## config.mk

```make
export PLATFORM = sky130hd
export DESIGN_NAME = wb_port_arbiter
export DESIGN_NICKNAME = d
export VERILOG_FILES = /design/src/rtl/wb_pkg.sv /design/src/rtl/wb_fifo.sv /design/src/rtl/wb_port_arbiter.sv
export SDC_FILE = /design/constraint.sdc
export NUM_CORES = 1
export LEC_CHECK = 0
export CAP_MARGIN = 20
export CORE_ASPECT_RATIO = 1.25
export CORE_MARGIN = 10
export CORE_UTILIZATION = 50
export CTS_BUF_LIST = sky130_fd_sc_hd__clkbuf_8 sky130_fd_sc_hd__clkbuf_16
export DETAILED_ROUTE_END_ITERATION = 8
export HOLD_SLACK_MARGIN = 0.06
export PLACE_DENSITY = 0.79
export SLEW_MARGIN = 15
export SYNTH_ARGS = -nofsm -noshare
export SYNTH_HDL_FRONTEND = slang
export SYNTH_SLANG_ARGS = --single-unit
```

## constraint.sdc

```tcl
create_clock -name clk_in -period 4.4 [get_ports clk_in]
set_input_delay 0.88 -clock clk_in [delete_from_list [all_inputs] [get_ports clk_in]]
set_output_delay 0.88 -clock clk_in [all_outputs]
set_load 0.02 [all_outputs]
```

## src/rtl/wb_pkg.sv

```systemverilog
// Shared types and constants for the register-file writeback arbiter.
// Entry widths are fixed here; the arbiter's width parameters must match.
package wb_pkg;
   localparam int WB_A_WIDTH = 5;
   localparam int WB_D_WIDTH = 32;
   localparam int REG_ZERO   = 0;
   localparam int NUM_REGS   = 2**WB_A_WIDTH;

   typedef struct packed {
      logic                  live;
      logic [WB_A_WIDTH-1:0] rd;
      logic [WB_D_WIDTH-1:0] data;
   } wb_entry_t;
endpackage

```

## src/rtl/wb_fifo.sv

```systemverilog
// Circular skid buffer of LSU writebacks with kill-by-rd and a live-register mask.
module wb_fifo
   import wb_pkg::*;
#(
   parameter int DEPTH = 2
) (
   input  logic                          clk_in,
   input  logic                          rst_in,
   input  logic                          push,
   input  wb_entry_t                     push_entry,
   input  logic                          pop,
   input  logic                          kill,
   input  logic [WB_A_WIDTH-1:0]         kill_rd,
   output wb_entry_t                     head,
   output logic [$clog2(DEPTH+1)-1:0]    count,
   output logic [NUM_REGS-1:0]           live_mask
);
   localparam int PTR_W = $clog2(DEPTH);
   localparam int CNT_W = $clog2(DEPTH+1);

   wb_entry_t        mem [DEPTH];
   logic [PTR_W-1:0] wr_ptr, rd_ptr;

   // Popped slots drop their live bit, so the mask can OR over every slot.
   always_ff @(posedge clk_in or posedge rst_in) begin
      if (rst_in) begin
         mem    <= '{default: '0};
         wr_ptr <= '0;
         rd_ptr <= '0;
         count  <= '0;
      end else begin
         for (int i = 0; i < DEPTH; i++)
            if (kill && mem[i].rd == kill_rd) mem[i].live <= 1'b0;
         if (pop) begin
            mem[rd_ptr].live <= 1'b0;
            rd_ptr           <= rd_ptr + PTR_W'(1);
         end
         if (push) begin
            mem[wr_ptr] <= push_entry;
            wr_ptr      <= wr_ptr + PTR_W'(1);
         end
         count <= count + CNT_W'(push) - CNT_W'(pop);
      end
   end

   assign head = mem[rd_ptr];

   always_comb begin
      live_mask = '0;
      for (int i = 0; i < DEPTH; i++)
         if (mem[i].live) live_mask[mem[i].rd] = 1'b1;
   end
endmodule

```

## src/rtl/wb_port_arbiter.sv

```systemverilog
// Arbitrates the register file write port between the ALU (fixed priority)
// and the LSU, buffering colliding loads and exporting a pending-register mask.
module wb_port_arbiter
   import wb_pkg::*;
#(
   parameter int A_WIDTH    = WB_A_WIDTH,
   parameter int D_WIDTH    = WB_D_WIDTH,
   parameter int FIFO_DEPTH = 2
) (
   input  logic                  clk_in,
   input  logic                  rst_in,
   input  logic                  alu_valid_in,
   input  logic [A_WIDTH-1:0]    alu_rd_in,
   input  logic [D_WIDTH-1:0]    alu_data_in,
   input  logic                  lsu_valid_in,
   output logic                  lsu_ready_out,
   input  logic [A_WIDTH-1:0]    lsu_rd_in,
   input  logic [D_WIDTH-1:0]    lsu_data_in,
   output logic                  RegWrite_out,
   output logic [A_WIDTH-1:0]    rd_out,
   output logic [D_WIDTH-1:0]    write_data3_out,
   output logic [2**A_WIDTH-1:0] pending_mask_out
);
   localparam int CNT_W = $clog2(FIFO_DEPTH+1);

   wb_entry_t          head, push_entry;
   logic [CNT_W-1:0]   count;
   logic               alu_wr, lsu_hs, lsu_dead, fifo_empty;
   logic               pop, bypass, push;
   logic               nxt_we;
   logic [A_WIDTH-1:0] nxt_rd;
   logic [D_WIDTH-1:0] nxt_data;

   assign lsu_ready_out = !rst_in && (int'(count) < FIFO_DEPTH);
   assign fifo_empty    = (count == '0);
   assign alu_wr        = alu_valid_in && (alu_rd_in != A_WIDTH'(REG_ZERO));
   assign lsu_hs        = lsu_valid_in && lsu_ready_out;
   // An ALU write to the same rd is younger, so the load result is simply dropped.
   assign lsu_dead      = (lsu_rd_in == A_WIDTH'(REG_ZERO)) || (alu_wr && lsu_rd_in == alu_rd_in);
   assign pop           = !alu_wr && !fifo_empty;
   assign bypass        = !alu_wr && fifo_empty && lsu_hs && !lsu_dead;
   assign push          = lsu_hs && !lsu_dead && !bypass;
   assign push_entry    = '{live: 1'b1, rd: lsu_rd_in, data: lsu_data_in};

   wb_fifo #(.DEPTH(FIFO_DEPTH)) u_fifo (
      .clk_in     (clk_in),
      .rst_in     (rst_in),
      .push       (push),
      .push_entry (push_entry),
      .pop        (pop),
      .kill       (alu_wr),
      .kill_rd    (alu_rd_in),
      .head       (head),
      .count      (count),
      .live_mask  (pending_mask_out)
   );

   always_comb begin
      nxt_we   = 1'b0;
      nxt_rd   = '0;
      nxt_data = '0;
      if (alu_wr) begin
         nxt_we   = 1'b1;
         nxt_rd   = alu_rd_in;
         nxt_data = alu_data_in;
      end else if (pop) begin
         if (head.live) begin
            nxt_we   = 1'b1;
            nxt_rd   = head.rd;
            nxt_data = head.data;
         end
      end else if (bypass) begin
         nxt_we   = 1'b1;
         nxt_rd   = lsu_rd_in;
         nxt_data = lsu_data_in;
      end
   end

   always_ff @(posedge clk_in or posedge rst_in) begin
      if (rst_in) begin
         RegWrite_out    <= 1'b0;
         rd_out          <= '0;
         write_data3_out <= '0;
      end else begin
         RegWrite_out    <= nxt_we;
         rd_out          <= nxt_rd;
         write_data3_out <= nxt_data;
      end
   end
endmodule

```

==> metrics.txt, run 1 <==
status completed; CTS buffer count 17; core area between 0.01 and 0.015 sq mm; Area contributors post-synth dfrtp_1 50%, mux2_4 9.6%, mux2_2 7.0%; first-pass GRT wire length between 20000 and 30000 um; Worst VDD drop roughly 0.00036 V; port bufs roughly 150; Avg WL per Cell about 21 um; Clk pin slew, worst setup/hold paths approximately 60 ps; crit start category flop; Hold Startpoint u_fifo.mem[21]$_DFFE_PP0P_; Total GRT Usage 0.1949; Die ar. approximately 0.017 sq mm; Mapped Avg Cell Area 12.87 sq um; CTS resizes 0; post-synth cell types 37; R2R depth 5; minimum clock period roughly 3200 ps; Synth area leader dfrtp_1; Starting Density 0.5107; pwr dens 646.7 mW/mm^2; antenna cells 0; hold depth 1; Clock Tree Buf Depth 2; vias in the first global route just over 5000; antenna violations before repair 0; CP required around 3500 ps; DR iter-0 viols approximately 420; CTS HTree Levels 4; Fin Setup TNS 0 ps; routed vias ~4600; worst reg2reg setup slack between 2000 and 2500 ps; worst hold endpoint u_fifo.mem[21]$_DFFE_PP0P_; Placed Instances about 740; Final Hold Viols 0; CP max FO 8; Die Ht between 100 and 150 um; Rows 44; clock sinks approximately 120; max_cap viols 0; # fillers between 800 and 900; Slew Viols, Final 0; Slew headroom 0.3625; clock skew 7.828 ps; clk_lat worst skew just over 400 ps; syn_nets 541; antenna viol nets, final 0; synthesized flop and latch total about 120; I/O pin total 149; Tcrit/Tclk final 0.7339; Yosys warning count 0; Routed WL around 16000 um; number of flops mapped to enable cells by yosys 0; hpwl dp 10950 um; Vias/cell about 6; CTS tree yes; share of cells above drive strength 1 0.2178; cells after synthesis between 400 and 500; drt pass-1 iters 5; register area share after synthesis 0.4978; Critical Path End Type primary output; pin count of the biggest net entering global routing between 70 and 80; gpl congestion ~0.89; Final nets 675; Slew @ Worst Pin around 960 ps; worst r2r dst u_fifo.mem[52]$_DFFE_PP0P_; Layout area overhead 36.85%; Post-synth ARST share 1.000; Max Fclk slightly above 300 MHz; die width about 120 um; final setup vio count 0; most common cell in the synthesized netlist dfrtp_1; Clock Tree Root clkbuf_16; top cells by count, synth 118 x dfrtp_1, 39 x nor3_1, 38 x mux2_4; HP Class reg2reg; Synth top area share 0.4978; Leakage Power roughly 3.3 nW; synthesized area just under 0.006 sq mm; GRT overflow 0; non-filler cells, final 767; RSZ-0062 raised after global routing no; postcts setup bufs 0; crit path DAT 2350 ps; top_reg_cell synth dfrtp_1; critical path type reg2out; reg-to-reg startpoint u_fifo.count[1]$_DFF_PP0_; # hold bufs at CTS 0; # DRC 0
power by group:
group / internal (mW) / switching (mW) / leakage (nW) / total (mW)
logic: 1.03 / 0.867 / 1.58 / 1.90
registers: 1.53 / 0.374 / 1.45 / 1.90
clock network: 0.980 / 0.468 / 0.305 / 1.45
worst max-delay path: stages, from the launching register on:
cell,delay (ps)
dfrtp_1,460
or3b_2,610
o22ai_1,230
clkdlybuf4s50_1,640
metal layers:
metal  wire length, um  up-vias  GRT usage  share of wire
met5                 0        -          0              0
met4               331        0    0.08119          0.020
met3              1200       25    0.06471          0.073
met2              8428      218     0.3416           0.51
met1              6464     2368     0.2116           0.39
li1                  -     2025          -              -
stage by stage:
stage / hold slack, ps / util / cell area, sq um / setup slack (ps) / power, mW
after global placement: 488.4 / 0.6430 / 7470 / 1077 / 3.649
final: 505.7 / 0.6988 / 8118 / 1171 / 5.250
after detailed placement: 494.3 / 0.6430 / 7470 / 923.3 / 3.741
after CTS: 506.6 / 0.6965 / 8090 / 1195 / 5.223
after global routing: 520.0 / 0.6988 / 8118 / 1112 / 5.498
after floorplan: 472.2 / - / 5932 / 390.9 / 3.158
worst max-delay path by stage:
stage / startpoint / endpoint / slack [ps] / cells past startpoint
4_1_cts: u_fifo.mem[71]$_DFFE_PP0P_ / pending_mask_out[16] / 1190 / 3
5_1_grt: u_fifo.mem[71]$_DFFE_PP0P_ / pending_mask_out[20] / 1110 / 3
2_1_floorplan: rst_in / RegWrite_out$_DFF_PP0_ / 390 / 1
3_3_place_gp: alu_rd_in[0] / u_fifo.count[1]$_DFF_PP0_ / 1080 / 9
3_5_place_dp: alu_rd_in[0] / u_fifo.count[1]$_DFF_PP0_ / 920 / 9
6_report: u_fifo.mem[71]$_DFFE_PP0P_ / pending_mask_out[20] / 1170 / 3
cells in the final DEF, fill, tap and decap left out, types with 10 or more instances in the layout:
master	n
clkdlybuf4s50_1	148
dfrtp_1	117
nor3_1	39
mux2_4	38
mux2_2	37
mux2i_1	37
a221o_1	37
o22ai_1	32
clkbuf_16	17
xnor2_1	11
nand3b_1	10
final cells by class:
cell class              instances  area, sq um  share of cell area
multi-input cells             297         2739              0.3374
repair buffers                158         1589              0.1957
inverters                       3        13.76            0.001695
well taps                     161        201.4             0.02482
clock buffers                  20        466.7             0.05749
clock inverters                10        153.9             0.01896
flip-flops and latches        118         2954              0.3639
kinds of logic after synthesis:
kind of cell / share of synthesized area
AOI/OAI and AO/OA: 0.1139
xor gates and xnor gates: 0.02658
adders and majority gates: 0.004218
buffers and inverters: 0.04472
DFF: 0.4978
muxes: 0.2289
and+or+nand+nor: 0.08395
registers in the layout (all words and copies together), names as in the netlist:
| register | flops |
|---|---|
| u_fifo.rd_ptr | 1 |
| rd_out | 5 |
| write_data3_out | 32 |
| RegWrite_out | 1 |
| u_fifo.count | 2 |
| u_fifo.wr_ptr | 1 |
| u_fifo.mem | 76 |
(Power assumes the default switching activity.)
==> run 2, diff against run 1 <==
- CORE_UTILIZATION: 50 -> 45
- PLACE_DENSITY: 0.79 -> 0.75
- clock period: 4.4 -> 2.7 ns (I/O delays scaled with it)
==> run 2 against run 1 <==
  * Utilization shrank 4.7 points
  * Global-route usage shrank 1.1 points
  * Clock power grew 54%
  * Design area grew 2.5%
  * Worst hold slack lost 1.4 ps
  * Die area grew 9.3%
  * First-iteration DRC count shrank 30%
  * Cell count grew 4.2%
  * Combinational power grew 69%
==> metrics.txt, run 2 (synthesis gave the netlist of run 1 again) <==
first-pass GRT wire length between 20000 and 30000 um; Leakage Power roughly 3.7 nW; routed vias ~4600; Slew Viols, Final 0; Critical Path End Type primary output; minimum clock period roughly 2700 ps; hold depth 1; Vias/cell about 5.8; internal power 5.708 mW; most common cell after layout, fill and taps aside clkdlybuf4s50_1; Top Registers u_fifo.mem: 76 flops, write_data3_out: 32 flops, rd_out: 5 flops; Layout area overhead 40.33%; Most flops, register u_fifo.mem; clk_lat worst skew around 410 ps; share of power burned in registers 0.358; Slew @ Worst Pin ~710 ps; status completed; antenna cells 0; Avg WL per Cell roughly 21 um; pin count of the biggest net entering global routing 119; CTS HTree Levels 4; port bufs approximately 150; Die Ht approximately 150 um; sw frac 0.3279; Worst VDD drop ~0.00054 V; Max Fclk 375.4 MHz; P_sw about 2.8 mW; Slew headroom 0.5238; antenna violations before repair 0; CP required about 2200 ps; crit path DAT roughly 2100 ps; hpwl dp ~11000 um; die width approximately 120 um; core area between 0.01 and 0.015 sq mm; worst path cell trace or3b_2 > o22ai_1 > dlygate4sd2_1; R2R depth 5; antenna viol nets, final 0; Rows 46; final instance area around 0.0083 sq mm; DR iter-0 viols roughly 300; CP max FO 8; total chip power 8.493 mW; Clk pin slew, worst setup/hold paths about 50 ps; Routed WL between 15000 and 20000 um; dpl ws -103.8 ps; Clock Tree Root clkbuf_16; clock sinks between 100 and 150; Final nets 698; Clock Tree Buf Depth 2; Die ar. 0.01820 sq mm; CTS tree yes; Comb pwr share 0.378; most frequent cells in the layout 123 x clkdlybuf4s50_1, 116 x dfrtp_1, 39 x nor3_1; pwr dens ~1000 mW/mm^2; critical path type reg2out; Worst path max stage delay ~600 ps; clock skew about 7.5 ps; I/O pin total 149; gpl congestion approximately 0.83; drt pass-1 iters 6; crit start category flop; GRT overflow 0; final setup vio count 0; Largest register FFs 76; Final Hold Viols 0; post-route core utilization 0.6515; Setup WS post-layout ~36 ps; hold_ws 504.3 ps; Total GRT Usage 0.1840; vias in the first global route approximately 5000; clock network power share 0.264; Starting Density 0.4643; share of cells above drive strength 1 0.2504; Tcrit/Tclk final 0.9866; Critical Path Slowest Stage Cell or3b_2; CTS buffer count 17; max_cap viols 0; HP Class reg2reg; # DRC 0; DP Area roughly 0.0077 sq mm
-- run 2: critical path, delay by kind of cell, from the launching register on --
kind	cells	cell delay, ps
DFF	1	470
AOI/OAI and AO/OA	1	260
buffers and inverters	1	380
and+or+nand+nor	1	610
-- run 2: power by group through the flow --
stage	combinational, mW	clock, mW	sequential, mW
finish	3.21	2.24	3.04
global route	3.46	2.37	3.13
CTS	3.22	2.28	3.02
detailed placement	3.20	0	3.02
global placement	3.10	0	2.97
floorplan	2.22	0	2.92
-- run 2: stage by stage --
stage | setup TNS [ps] | instances
2_1_floorplan | 0 | 461
3_3_place_gp | -1130 | 761
3_5_place_dp | -3111 | 761
4_1_cts | 0 | 796
5_1_grt | -32.61 | 799
6_report | 0 | 799
-- run 2: path summary, 6_finish.rpt --
kind,start,to,slack [ps]
min reg2reg,u_fifo.mem[49]$_DFFE_PP0P_,u_fifo.mem[49]$_DFFE_PP0P_,500
min in group asynchronous,rst_in,rd_out[0]$_DFF_PP0_,690
min,u_fifo.mem[49]$_DFFE_PP0P_,u_fifo.mem[49]$_DFFE_PP0P_,500
max reg2reg,u_fifo.count[1]$_DFF_PP0_,u_fifo.mem[62]$_DFFE_PP0P_,610
max,u_fifo.mem[71]$_DFFE_PP0P_,pending_mask_out[12],40
max in group asynchronous,rst_in,u_fifo.mem[35]$_DFFE_PP0P_,1450
-- run 2: what timing repair did --
item	in CTS	in global routing
resized for setup	18	10
endpoints found under the setup margin	19	12
endpoints found under the hold margin	0	0
hold buffers	0	0
buffers inserted	3	3
-- run 2: area by class of cell --
cell class	count	area [sq um]
sequential	118	2955
multi-input combinational	297	2749
fill	1000	4453
timing repair buffer	181	1803
inverter	3	15.01
clock buffer	19	452.9
clock inverter	13	138.9
tap	168	210.2
-- run 2: layer usage --
layer	GRT usage	vias to the layer above	share of wire
met5	0	-	0
met4	0.05431	0	0.012
met3	0.05530	16	0.064
met2	0.3273	154	0.53
met1	0.2045	2349	0.39
li1	-	2076	-
==> run 3, diff against run 2 <==
- ABC_AREA: not set -> 1
- CORE_UTILIZATION: 45 -> 46
==> run 3 against run 2 <==
  * First-iteration DRC count rose by 71%
  * Sequential share of layout area fell by 2.8 points
  * Critical path depth rose by 1
  * Critical path type unchanged
  * Flip-flop and latch count did not move
  * Design area rose by 8.7%
  * Non-clock buffer count fell by 6
  * Register-to-register slack improved by 410 ps
  * Largest cell class is now multi-input combinational cells
  * Area after synthesis rose by 12%
  * Via count rose by 43%
  * Critical endpoint is now pending_mask_out[17]
  * Clock skew rose by 2.9 ps
  * Largest power group unchanged
==> metrics.txt, run 3 <==
post-route core utilization 0.6467; Largest register FFs 76; pin count of the biggest net entering global routing 58; share of cells above drive strength 1 0.07054; antenna cells 0; Clk pin slew, worst setup/hold paths 60 ps; Starting Density 0.4731; Die Ht 154.1 um; Comb pwr share 0.370; Reg area approximately 0.0030 sq mm; Slew headroom 0.6626; top_reg_cell synth dfrtp_1; antenna viol nets, final 0; gpl congestion around 0.90; minimum clock period roughly 2700 ps; synthesized area between 0.006 and 0.007 sq mm; global routing's busiest layer met2; P_sw ~3.1 mW; HP Class reg2reg; Worst VDD drop 0.0004708 V; Final nets 1188; # hold bufs at CTS 0; register area share after synthesis 0.4460; critical path type reg2out; met3 Use GR 0.05057; syn_nets approximately 1100; routed vias around 6600; synthesized flop and latch total ~120; Vias/cell slightly above 5; clk_lat worst skew ~410 ps; met2 Use GR 0.3450; die width 127.3 um; clock network power share 0.284; CTS HTree Levels 4; clock sinks 118; post-synth cell types 22; CP required roughly 2200 ps; pwr dens a little over 900 mW/mm^2; CTS tree yes; crit path DAT 2140 ps; internal power a little over 5 mW; Slew Viols, Final 0; final setup vio count 0; Synth area leader dfrtp_1; vias in the first global route roughly 6400; # DRC 0; max_cap viols 0; CP max FO 8; non-filler cells, final 1295; drt pass-1 iters 5; Mapped Avg Cell Area between 6 and 7 sq um; met1 Track Usage GR 0.2405; Synth top area share 0.4460; postcts setup bufs 0; Layout area overhead 36.70%; Rows 48; Routed WL ~20000 um; Avg WL per Cell 15.47 um; cells after synthesis around 980; antenna violations before repair 0; GRT overflow 0; CTS buffer count 17; Critical Path End Type primary output; most frequent cells in the layout 485 x nand2_1, 122 x clkdlybuf4s50_1, 113 x dfrtp_1; core area approximately 0.014 sq mm; Most flops, register u_fifo.mem; crit start category flop; # fillers around 1200; Total GRT Usage 0.2037; clock skew 10.41 ps; Clock Tree Buf Depth 2; final instance area slightly above 0.009 sq mm; most common cell in the synthesized netlist nand2_1; DR iter-0 viols slightly above 500; status completed; most common cell after layout, fill and taps aside nand2_1; number of flops mapped to enable cells by yosys 0; Slew @ Worst Pin 506.2 ps; Top Registers u_fifo.mem: 76 flops, write_data3_out: 32 flops, rd_out: 5 flops; Tcrit/Tclk final 0.9918; Clock Tree Root clkbuf_16; top cells by count, synth 485 x nand2_1, 118 x dfrtp_1, 91 x inv_1, 57 x nand3_1, 45 x nor2_1; Final Hold Viols 0; Yosys warning count 0; I/O pin total approximately 150; RSZ-0062 raised after global routing yes; sw frac 0.3786; area of the multi-input gates 0.003048 sq mm; Placed Instances ~1300; first-pass GRT wire length approximately 33000 um; share of power burned in registers 0.346; Max Fclk ~370 MHz; port bufs roughly 150; Post-synth ARST share 1.000; hpwl dp between 10000 and 15000 um; Area contributors post-synth dfrtp_1 45%, nand2_1 27%, inv_1 5.2%; Die ar. 0.01962 sq mm; DP Area between 0.008 and 0.009 sq mm; Leakage Power between 5 and 6 nW
-- run 3: stage by stage --
| step | power [mW] | setup TNS, ps | setup WS (ps) | hold slack, ps |
|---|---|---|---|---|
| floorplan | 4.824 | 0 | 718.6 | 441.7 |
| global placement | 5.808 | 0 | 299.6 | 452.9 |
| detailed placement | 5.887 | 0 | 293.1 | 458.2 |
| CTS | 8.269 | -1469 | -108.4 | 470.8 |
| global route | 8.848 | -596.9 | -123.8 | 485.3 |
| finish | 8.279 | 0 | 22.03 | 467.9 |
-- run 3: timing repair --
action / CTS / global route
gates cloned: 0 / 0
resized for setup: 1 / 38
endpoints found under the setup margin: 29 / 32
-- run 3: critical path, stage by stage (launching register included) --
cell and delay (ps):
dfrtp_1 440, inv_1 120, nand3_1 230, o21ai_0 280, clkdlybuf4s50_1 650
-- run 3: kinds of logic (layout without fill, tap and decap cells) --
logic type,Yosys count,after routing,synth area share
AOI/OAI and AO/OA,42,42,0.03289
xor gates and xnor gates,14,14,0.01852
adders and majority gates,2,2,0.003779
buffers and inverters,157,301,0.1043
DFF,118,118,0.4460
and+or+nand+nor,643,643,0.3944
-- run 3: area by class of cell --
type / count / area share
multi-input combinational: 701 / 0.3368
sequential: 118 / 0.3270
timing repair buffer: 175 / 0.2043
clock buffer: 19 / 0.05005
inverter: 95 / 0.03982
tap: 175 / 0.02419
clock inverter: 12 / 0.01783
-- run 3: power groups by stage --
stage / clock network, mW / registers (mW) / logic [mW]
after floorplan: 0 / 2.84 / 1.99
after global placement: 0 / 2.84 / 2.97
after detailed placement: 0 / 2.85 / 3.03
after CTS: 2.38 / 2.84 / 3.05
after global routing: 2.45 / 2.94 / 3.45
final: 2.35 / 2.86 / 3.07
-- run 3: final timing paths --
path	from	end	slack [ps]	cells after the start
worst min register to register	u_fifo.mem[38]$_DFFE_PP0P_	u_fifo.mem[38]$_DFFE_PP0P_	470	2
worst max-delay path	u_fifo.mem[33]$_DFFE_PP0P_	pending_mask_out[17]	20	4
min in group asynchronous	rst_in	write_data3_out[26]$_DFF_PP0_	530	2
worst min-delay path	u_fifo.mem[38]$_DFFE_PP0P_	u_fifo.mem[38]$_DFFE_PP0P_	470	2
max in group asynchronous	rst_in	u_fifo.rd_ptr$_DFFE_PP0P_	1550	3
worst max register to register	u_fifo.rd_ptr$_DFFE_PP0P_	write_data3_out[22]$_DFF_PP0_	1020	6
-- run 3: metal layers --
layer,vias to the layer above,wire length [um]
li1,3263,-
met1,3016,8136
met5,-,0
met4,0,425
met3,36,1346
met2,235,10120
